<file path="config.mk">
export PLATFORM = sky130hd
export DESIGN_NAME = wb_write_arbiter
export DESIGN_NICKNAME = d
export VERILOG_FILES = /design/src/rtl/wb_write_arbiter_pkg.sv /design/src/rtl/wb_write_arbiter_scoreboard.sv /design/src/rtl/wb_write_arbiter.sv
export SDC_FILE = /design/constraint.sdc
export NUM_CORES = 1
export LEC_CHECK = 0
export CORE_MARGIN = 2
export CORE_UTILIZATION = 40
export CTS_BUF_LIST = sky130_fd_sc_hd__clkbuf_16
export DETAILED_ROUTE_END_ITERATION = 7
export DONT_BUFFER_PORTS = 1
export GPL_TIMING_DRIVEN = 1
export PLACE_DENSITY_LB_ADDON = 0.15
export SYNTH_ARGS = -nofsm -noshare
export SYNTH_HDL_FRONTEND = slang
export SYNTH_SLANG_ARGS = --single-unit
export TNS_END_PERCENT = 20
</file>
<file path="constraint.sdc">
create_clock -name clk -period 5.35 [get_ports clk]
set_input_delay 1.605 -clock clk [delete_from_list [all_inputs] [get_ports clk]]
set_output_delay 1.605 -clock clk [all_outputs]
set_load 0.03 [all_outputs]
</file>
<file path="src/rtl/wb_write_arbiter_pkg.sv">
// Shared definitions for the register-file write-port arbiter and its scoreboard.
package wb_write_arbiter_pkg;

  localparam int RF_ADDR_W = 5;
  localparam int NUM_REGS  = 32;
  localparam int CNT_W     = 4;

  localparam logic [RF_ADDR_W-1:0] X0 = '0;

  typedef enum logic [1:0] {
    ST_IDLE  = 2'd0,
    ST_HELD  = 2'd1,
    ST_FORCE = 2'd2
  } state_t;

endpackage

</file>
<file path="src/rtl/wb_write_arbiter_scoreboard.sv">
// Pending-destination bits for outstanding divides; a same-edge set beats a clear.
module wb_write_arbiter_scoreboard
  import wb_write_arbiter_pkg::*;
(
  input  logic                 clk,
  input  logic                 rst_n,
  input  logic                 set_en,
  input  logic [RF_ADDR_W-1:0] set_rd,
  input  logic                 clr_en,
  input  logic [RF_ADDR_W-1:0] clr_rd,
  output logic [NUM_REGS-1:0]  busy
);

  logic [NUM_REGS-1:0] busy_reg;
  logic [NUM_REGS-1:0] busy_next;

  for (genvar gi = 0; gi < NUM_REGS; gi++) begin : g_bit
    logic set_hit;
    logic clr_hit;
    // x0 is never tracked: it can never be a real destination.
    assign set_hit = set_en && (set_rd == RF_ADDR_W'(gi)) && (set_rd != X0);
    assign clr_hit = clr_en && (clr_rd == RF_ADDR_W'(gi));
    assign busy_next[gi] = set_hit ? 1'b1 : (clr_hit ? 1'b0 : busy_reg[gi]);
  end

  always_ff @(posedge clk or negedge rst_n) begin
    if (!rst_n) begin
      busy_reg <= '0;
    end else begin
      busy_reg <= busy_next;
    end
  end

  assign busy = busy_reg;

endmodule

</file>
<file path="src/rtl/wb_write_arbiter.sv">
// Shares the single register-file write port between the WB stage and the divider,
// buffering one divider result that gains priority after MAX_WAIT cycles.
module wb_write_arbiter
  import wb_write_arbiter_pkg::*;
#(
  parameter int MAX_WAIT   = 4,
  parameter int DATA_WIDTH = 32
) (
  input  logic                  clk,
  input  logic                  rst_n,
  input  logic                  wb_write_enable,
  input  logic [RF_ADDR_W-1:0]  wb_rd,
  input  logic [DATA_WIDTH-1:0] wb_write_data,
  input  logic                  div_issue_valid,
  input  logic [RF_ADDR_W-1:0]  div_issue_rd,
  input  logic                  div_valid,
  input  logic [RF_ADDR_W-1:0]  div_rd,
  input  logic [DATA_WIDTH-1:0] div_result,
  output logic                  div_ready,
  output logic                  rf_write_enable,
  output logic [RF_ADDR_W-1:0]  rf_rd,
  output logic [DATA_WIDTH-1:0] rf_write_data,
  output logic                  wb_stall,
  output logic [NUM_REGS-1:0]   sb_busy
);

  localparam logic [CNT_W-1:0] MAX_WAIT_C = CNT_W'(MAX_WAIT);

  state_t                state_reg, state_next;
  logic [CNT_W-1:0]      cnt_reg, cnt_next;
  logic [RF_ADDR_W-1:0]  hold_rd_reg, hold_rd_next;
  logic [DATA_WIDTH-1:0] hold_data_reg, hold_data_next;

  logic wb_live;
  logic div_live;
  logic sel_wb;
  logic sel_div;
  logic sel_hold;
  logic ready_c;
  logic stall_c;

  assign wb_live  = wb_write_enable && (wb_rd != X0);
  assign div_live = div_valid && (div_rd != X0);

  always_ff @(posedge clk or negedge rst_n) begin
    if (!rst_n) begin
      state_reg     <= ST_IDLE;
      cnt_reg       <= '0;
      hold_rd_reg   <= '0;
      hold_data_reg <= '0;
    end else begin
      state_reg     <= state_next;
      cnt_reg       <= cnt_next;
      hold_rd_reg   <= hold_rd_next;
      hold_data_reg <= hold_data_next;
    end
  end

  always_comb begin
    state_next     = state_reg;
    cnt_next       = cnt_reg;
    hold_rd_next   = hold_rd_reg;
    hold_data_next = hold_data_reg;
    sel_wb         = 1'b0;
    sel_div        = 1'b0;
    sel_hold       = 1'b0;
    ready_c        = 1'b0;
    stall_c        = 1'b0;
    case (state_reg)
      ST_IDLE: begin
        ready_c = 1'b1;
        sel_wb  = wb_live;
        // Results to x0 are simply consumed here; only real destinations are buffered.
        if (div_live) begin
          if (wb_live) begin
            hold_rd_next   = div_rd;
            hold_data_next = div_result;
            cnt_next       = CNT_W'(1);
            state_next     = (MAX_WAIT_C <= CNT_W'(1)) ? ST_FORCE : ST_HELD;
          end else begin
            sel_div = 1'b1;
          end
        end
      end
      ST_HELD: begin
        if (wb_live) begin
          sel_wb   = 1'b1;
          cnt_next = cnt_reg + CNT_W'(1);
          if (cnt_reg + CNT_W'(1) >= MAX_WAIT_C) begin
            state_next = ST_FORCE;
          end
        end else begin
          sel_hold       = 1'b1;
          cnt_next       = '0;
          hold_rd_next   = '0;
          hold_data_next = '0;
          state_next     = ST_IDLE;
        end
      end
      ST_FORCE: begin
        sel_hold       = 1'b1;
        stall_c        = wb_live;
        cnt_next       = '0;
        hold_rd_next   = '0;
        hold_data_next = '0;
        state_next     = ST_IDLE;
      end
      default: begin
        state_next = ST_IDLE;
      end
    endcase
  end

  // Outputs are forced quiet while reset is held so no stray write escapes.
  always_comb begin
    rf_write_enable = 1'b0;
    rf_rd           = '0;
    rf_write_data   = '0;
    if (rst_n) begin
      if (sel_hold) begin
        rf_write_enable = 1'b1;
        rf_rd           = hold_rd_reg;
        rf_write_data   = hold_data_reg;
      end else if (sel_wb) begin
        rf_write_enable = 1'b1;
        rf_rd           = wb_rd;
        rf_write_data   = wb_write_data;
      end else if (sel_div) begin
        rf_write_enable = 1'b1;
        rf_rd           = div_rd;
        rf_write_data   = div_result;
      end
    end
  end

  assign div_ready = rst_n & ready_c;
  assign wb_stall  = rst_n & stall_c;

  wb_write_arbiter_scoreboard u_scoreboard (
    .clk    (clk),
    .rst_n  (rst_n),
    .set_en (div_issue_valid),
    .set_rd (div_issue_rd),
    .clr_en (sel_div | sel_hold),
    .clr_rd (sel_hold ? hold_rd_reg : div_rd),
    .busy   (sb_busy)
  );

endmodule

</file>
After elaboration in Yosys (flattened, before gate mapping)
Cells that the tools add are included.
- register bits after elaboration: 75
- output and inout bits: 72
- add/subtract/negate cells: 1
- magnitude comparators: 1
- eq/ne operators: 68
- multiplexer cells: 102
- bitwise operators: 3
- reduce and logical (&&, ||, !) cells: 140
- operators with widths (operator ; number):
    $mux W32 ; 7
    $eq A5 B5 Y1 const B ; 32
    $logic_and A1 B1 Y1 ; 98
    $pmux W32 S3 ; 1
    $eq A5 B4 Y1 const B ; 16
    $mux W1 ; 74
    $reduce_bool A2 Y1 ; 32
    $eq A5 B3 Y1 const B ; 8
    $mux W5 ; 8
    $eq A5 B2 Y1 const B ; 4
    $pmux W5 S3 ; 1
    $reduce_bool A5 Y1 ; 3
    $mux W4 ; 3
    $pmux W4 S3 ; 1
    $eq A5 B1 Y1 const B ; 2
    $logic_not A5 Y1 ; 2
    $mux W2 ; 4
    $ne A2 B2 Y1 const B ; 3
    $reduce_and A3 Y1 ; 2
    $add A4 B1 Y4 const B ; 1
    $ge A4 B3 Y1 const B ; 1
    $pmux W1 S2 ; 2
    $pmux W2 S2 ; 1
    $reduce_and A4 Y1 ; 1
    other kinds (7) ; 8

Depth between registers and ports, before layout
Gate-level depths: netlist of the first run.
- word-level depth: 9
- mapped depth: 10

Modules after synthesis
A second synthesis of the first run with hierarchy kept.
- cell total of the unflattened synthesis: 504
- area total of the unflattened synthesis: 4611.9 sq um
- by module, submodules not included (module ; instances ; cells an instance ; area each (sq um) ; seq. area each (sq um)):
    wb_write_arbiter ; 1 ; 374 ; 3269.4 ; 1076.0
    wb_write_arbiter_scoreboard ; 1 ; 130 ; 1342.5 ; 800.8

Worst setup path after synthesis of the first run
Ideal clock, no wire load.
- path type: input -> output
- start: in wb_rd[4]
- end: out rf_write_data[26]
- arrival time: 3.333 ns
- data required time: 3.745 ns
- setup slack: 0.412 ns
- stages: 6
- buffers on the path: 1
- cells stage by stage: nor3_1 -> a21boi_0 -> nor2_1 -> clkbuf_1 -> a221oi_1 -> nor2_1
- longest elaborated chain between the ends: 9
- ends and longest elaborated chain (item ; RTL line ; RTL):
    start, declared ; wb_write_arbiter.sv:12 ; input logic [RF_ADDR_W-1:0] wb_rd,
    $reduce_bool A5 Y1 (*) ; wb_write_arbiter.sv:42 ; assign wb_live = wb_write_enable && (wb_rd != X0);
    $logic_and A1 B1 Y1 (*) ; wb_write_arbiter.sv:42 ;
    $mux W1 ; wb_write_arbiter.sv:75, wb_write_arbiter.sv:86 ;
    $mux W1 ; wb_write_arbiter.sv:74 ; if (div_live) begin
    $mux W1 ; wb_write_arbiter.sv:69 ; case (state_reg)
    $mux W32 ; wb_write_arbiter.sv:128 ; end else if (sel_div) begin
    $mux W32 ; wb_write_arbiter.sv:124 ; end else if (sel_wb) begin
    $mux W32 (*) ; wb_write_arbiter.sv:120 ; if (sel_hold) begin
    $mux W32 (*) ; wb_write_arbiter.sv:119 ; if (rst_n) begin
    end, declared ; wb_write_arbiter.sv:22 ; output logic [DATA_WIDTH-1:0] rf_write_data,
Every way passes the cells marked *; elsewhere a longest branch is shown, timed or not.

Worst setup path in the final report of the first run
- start: in div_rd[0]
- end: out rf_write_data[13]
- longest elaborated chain between the ends: 8
- ends and longest elaborated chain (item ; RTL line ; RTL):
    start, declared ; wb_write_arbiter.sv:17 ; input logic [RF_ADDR_W-1:0] div_rd,
    $reduce_bool A5 Y1 ; wb_write_arbiter.sv:43 ; assign div_live = div_valid && (div_rd != X0);
    $logic_and A1 B1 Y1 ; wb_write_arbiter.sv:43 ;
    $mux W1 ; wb_write_arbiter.sv:74 ;
    $mux W1 ; wb_write_arbiter.sv:69 ;
    $mux W32 ; wb_write_arbiter.sv:128 ;
    $mux W32 ; wb_write_arbiter.sv:124 ;
    $mux W32 ; wb_write_arbiter.sv:120 ;
    $mux W32 ; wb_write_arbiter.sv:119 ;
Every way passes these cells.

==> results of run 1 <==
## critical path: cells and delay by family
| kind | cells | cell delay [ns] |
|---|---|---|
| AO/OA/AOI/OAI | 2 | 0.71 |
| buffers and inverters | 2 | 0.44 |
| AND/OR/NAND/NOR | 3 | 0.66 |
## Yosys cell counts (4+ instances only)
| master | count | area, um2 |
|---|---|---|
| a21oi_1 | 5 | 25.0 |
| a221oi_1 | 32 | 280 |
| a22o_1 | 37 | 324 |
| buf_2 | 5 | 25.0 |
| buf_6 | 5 | 56.3 |
| clkbuf_1 | 39 | 146 |
| dfrtp_1 | 75 | 1880 |
| ha_1 | 5 | 62.6 |
| inv_1 | 4 | 15.0 |
| nand2_1 | 12 | 45.0 |
| nand2b_1 | 9 | 56.3 |
| nand3_1 | 13 | 65.1 |
| nand3b_1 | 5 | 37.5 |
| nand4_1 | 13 | 81.3 |
| nand4b_1 | 4 | 35.0 |
| nor2_1 | 45 | 169 |
| nor3_1 | 21 | 105 |
| nor4_1 | 13 | 81.3 |
| o21ai_0 | 42 | 210 |
| o22ai_1 | 29 | 181 |
| o31ai_1 | 23 | 173 |
## through the flow
step	util [%]	std cells	hold WS, ns	instance area [um2]
2_1_floorplan	-	481	0.467	4400
3_3_place_gp	43.3	611	0.485	4670
3_5_place_dp	43.3	611	0.486	4670
4_1_cts	46.0	627	0.502	4960
5_1_grt	46.0	627	0.511	4960
6_report	46.0	627	0.498	4960
## per-layer routing
layer	vias up	global-route usage (%)	wire, um
met4	0	5.68	143
met3	11	7.77	1410
met2	207	36.0	6550
li1	1900	-	-
met5	-	0	0
met1	2110	33.5	6070
## kinds of logic (layout without fill, tap and decap cells)
family                     after synthesis  count (layout)  synth area share [%]
AOI/OAI and AO/OA                      191             191                  31.6
and+or+nand+nor                        156             156                  18.8
DFF                                     75              75                  42.6
buffers and inverters                   54              60                  5.60
adders and majority gates                5               5                  1.42
## final timing paths
kind                                                    from                                 to  cells after the start
worst max-delay path                               div_rd[0]                  rf_write_data[13]                      7
worst min-delay path            hold_data_reg[0]$_DFFE_PN0P_       hold_data_reg[0]$_DFFE_PN0P_                      1
worst max register to register      state_reg[1]$_DFFE_PN0P_  u_scoreboard.busy[27]$_DFFE_PN0P_                      8
min in group asynchronous                              rst_n   u_scoreboard.busy[9]$_DFFE_PN0P_                      0
max in group asynchronous                              rst_n      hold_data_reg[30]$_DFFE_PN0P_                      0
worst min register to register  hold_data_reg[0]$_DFFE_PN0P_       hold_data_reg[0]$_DFFE_PN0P_                      1
## final cells by class
type                            instances  area, um2
Sequential cell                        75       1880
Tap cell                              140        175
Clock buffer                            9        225
Timing Repair Buffer                   40        313
Fill cell                            1034       5830
Inverter                                4       15.0
Clock inverter                          7       60.1
Multi-Input combinational cell        352       2300
## power groups by stage
stage / Combinational, mW / Sequential [mW] / Clock, mW
global route: 1.75 / 1.23 / 0.633
finish: 1.60 / 1.20 / 0.589
CTS: 1.60 / 1.20 / 0.598
detailed placement: 1.60 / 1.21 / 0
global placement: 1.57 / 1.20 / 0
floorplan: 1.25 / 1.13 / 0
==> summary.md, run 1 <==
| Metric | Value |
|---|---|
| HPWL after detailed placement | `between 9000 and 10000 um` |
| Share of cells above drive strength 1 | `13.1%` |
| Global-route wire length before repair | `roughly 22000 um` |
| Total power | `approximately 3.4 mW` |
| Die width | `109 um` |
| CTS tree | `built` |
| Worst Setup Start Kind | `primary input` |
| CP Capture Type | `output port` |
| Syn_nets | `between 500 and 600` |
| CTS max path bufs | `2` |
| RSZ-0062 raised after global routing | `false` |
| Vias | `4228` |
| Final hold vios | `0` |
| Clk root buf | `clkbuf_16` |
| Synth Warn # | `0` |
| Status | `finished, final reports clean` |
| Critical Path Max Stage Delay | `about 0.48 ns` |
| Cell Rows | `38` |
| Vias per inst | `just under 7` |
| Leakage | `between 1.5 and 2 nW` |
| Initial antenna violation count | `0` |
| Worst slack, placed | `0.343 ns` |
| Area Overhead vs Synth | `12.8%` |
| CP arrival | `roughly 3.4 ns` |
| Setup total negative slack | `0 ns` |
| All-Layer GR Usage | `24.0%` |
| Cell Chain, Critical Path | `or3_1 -> o31ai_1 -> nor2_2 -> buf_4 -> a221oi_1 -> nor2_1 -> buf_4` |
| Mapped Area | `4400 um2` |
| Reg clk slew, reported paths | `0.05 ns` |
| Cell count after synthesis | `481` |
| Req. time, crit path | `between 3 and 4 ns` |
| Commonest non-fill, non-tap cell in the layout | `dfrtp_1` |
| Number of port buffers | `0` |
| Sinks on Clock Net | `75` |
| Tmin final | `around 5.0 ns` |
| Most frequent CP cell | `buf_4` |
| WL per Instance | `about 23 um` |
| Worst Skew | `about 0.0082 ns` |
| Fmax | `199 MHz` |
| DRC viols | `0` |
| Gr ovfl total | `0` |
| H-tree depth | `3` |
| GPL Wtd Cong | `around 0.86` |
| Sequential area share after synthesis | `between 40% and 50%` |
| Critical path class | `primary input to output port` |
| First-pass detailed-route iteration total | `5` |
| Sequential power share | `between 30 and 40%` |
| Commonest register cell after synthesis | `dfrtp_1` |
| Ys async rst share | `100%` |
| Initial Utilization | `slightly above 40%` |
| Post-synth EDFFs | `0` |
| Slew headroom | `between 40% and 50%` |
| Skew-Pair Late Insertion Delay | `approximately 0.33 ns` |
| Setup ws final | `around 0.32 ns` |
| Max VDD drop | `between 300 and 400 uV` |
| Most frequent cells in the layout | `dfrtp_1 (75), nor2_1 (43), o21ai_0 (42), buf_4 (39), a22o_1 (37)` |
| Vias in the first global route | `just under 4000` |
| Final ANT Viol Nets | `0` |
| Synthesized area per cell | `9.15 um2` |
| Die area | `about 12000 um2` |
| Largest net degree at the start of global routing | `124` |
| Comb pwr share | `47.2%` |
| Hold Crit Class | `flip-flop to flip-flop` |
| Postcts setup bufs | `0` |
| Post-CTS Hold Buffers | `0` |
| Max-cap violations | `0` |
| Final Net Count | `571` |
| ANT cells | `0` |
| PwrDens | `between 600 and 700 nW/um2` |
| Total CTS buffers | `9` |
| Core region area | `~11000 um2` |
| Sw frac | `48.5%` |
| DRT Wirelength | `between 10000 and 15000 um` |
| Boundary Pins | `around 160` |
| Synthesis-stage register bit count | `between 70 and 80` |
| Net switching power | `approximately 1.6 mW` |
| Distinct cells, synth | `47` |
| Worst-path maximum fanout | `34` |
| # resized after CTS | `0` |
| Die H | `109 um` |
| DRT iter0 DRCs | `between 400 and 500` |
| Slowest CP cell | `or3_1` |
| Clock power frac | `roughly 17%` |
| R2R setup slack | `around 2.6 ns` |
| Final setup fails | `0` |
| Slew Viols, Final | `0` |
| Pint | `between 1.5 and 2 mW` |
| Fin crit share | `between 90% and 100%` |
| Worst-Margin Slew | `0.762 ns` |
(Power assumes the default switching activity.)
==> inputs of run 2 (changes only) <==
ABC_AREA = 0   (was not set)
==> results of run 2 <==
Final layout, timing and power as in run 1 (identical DEF).
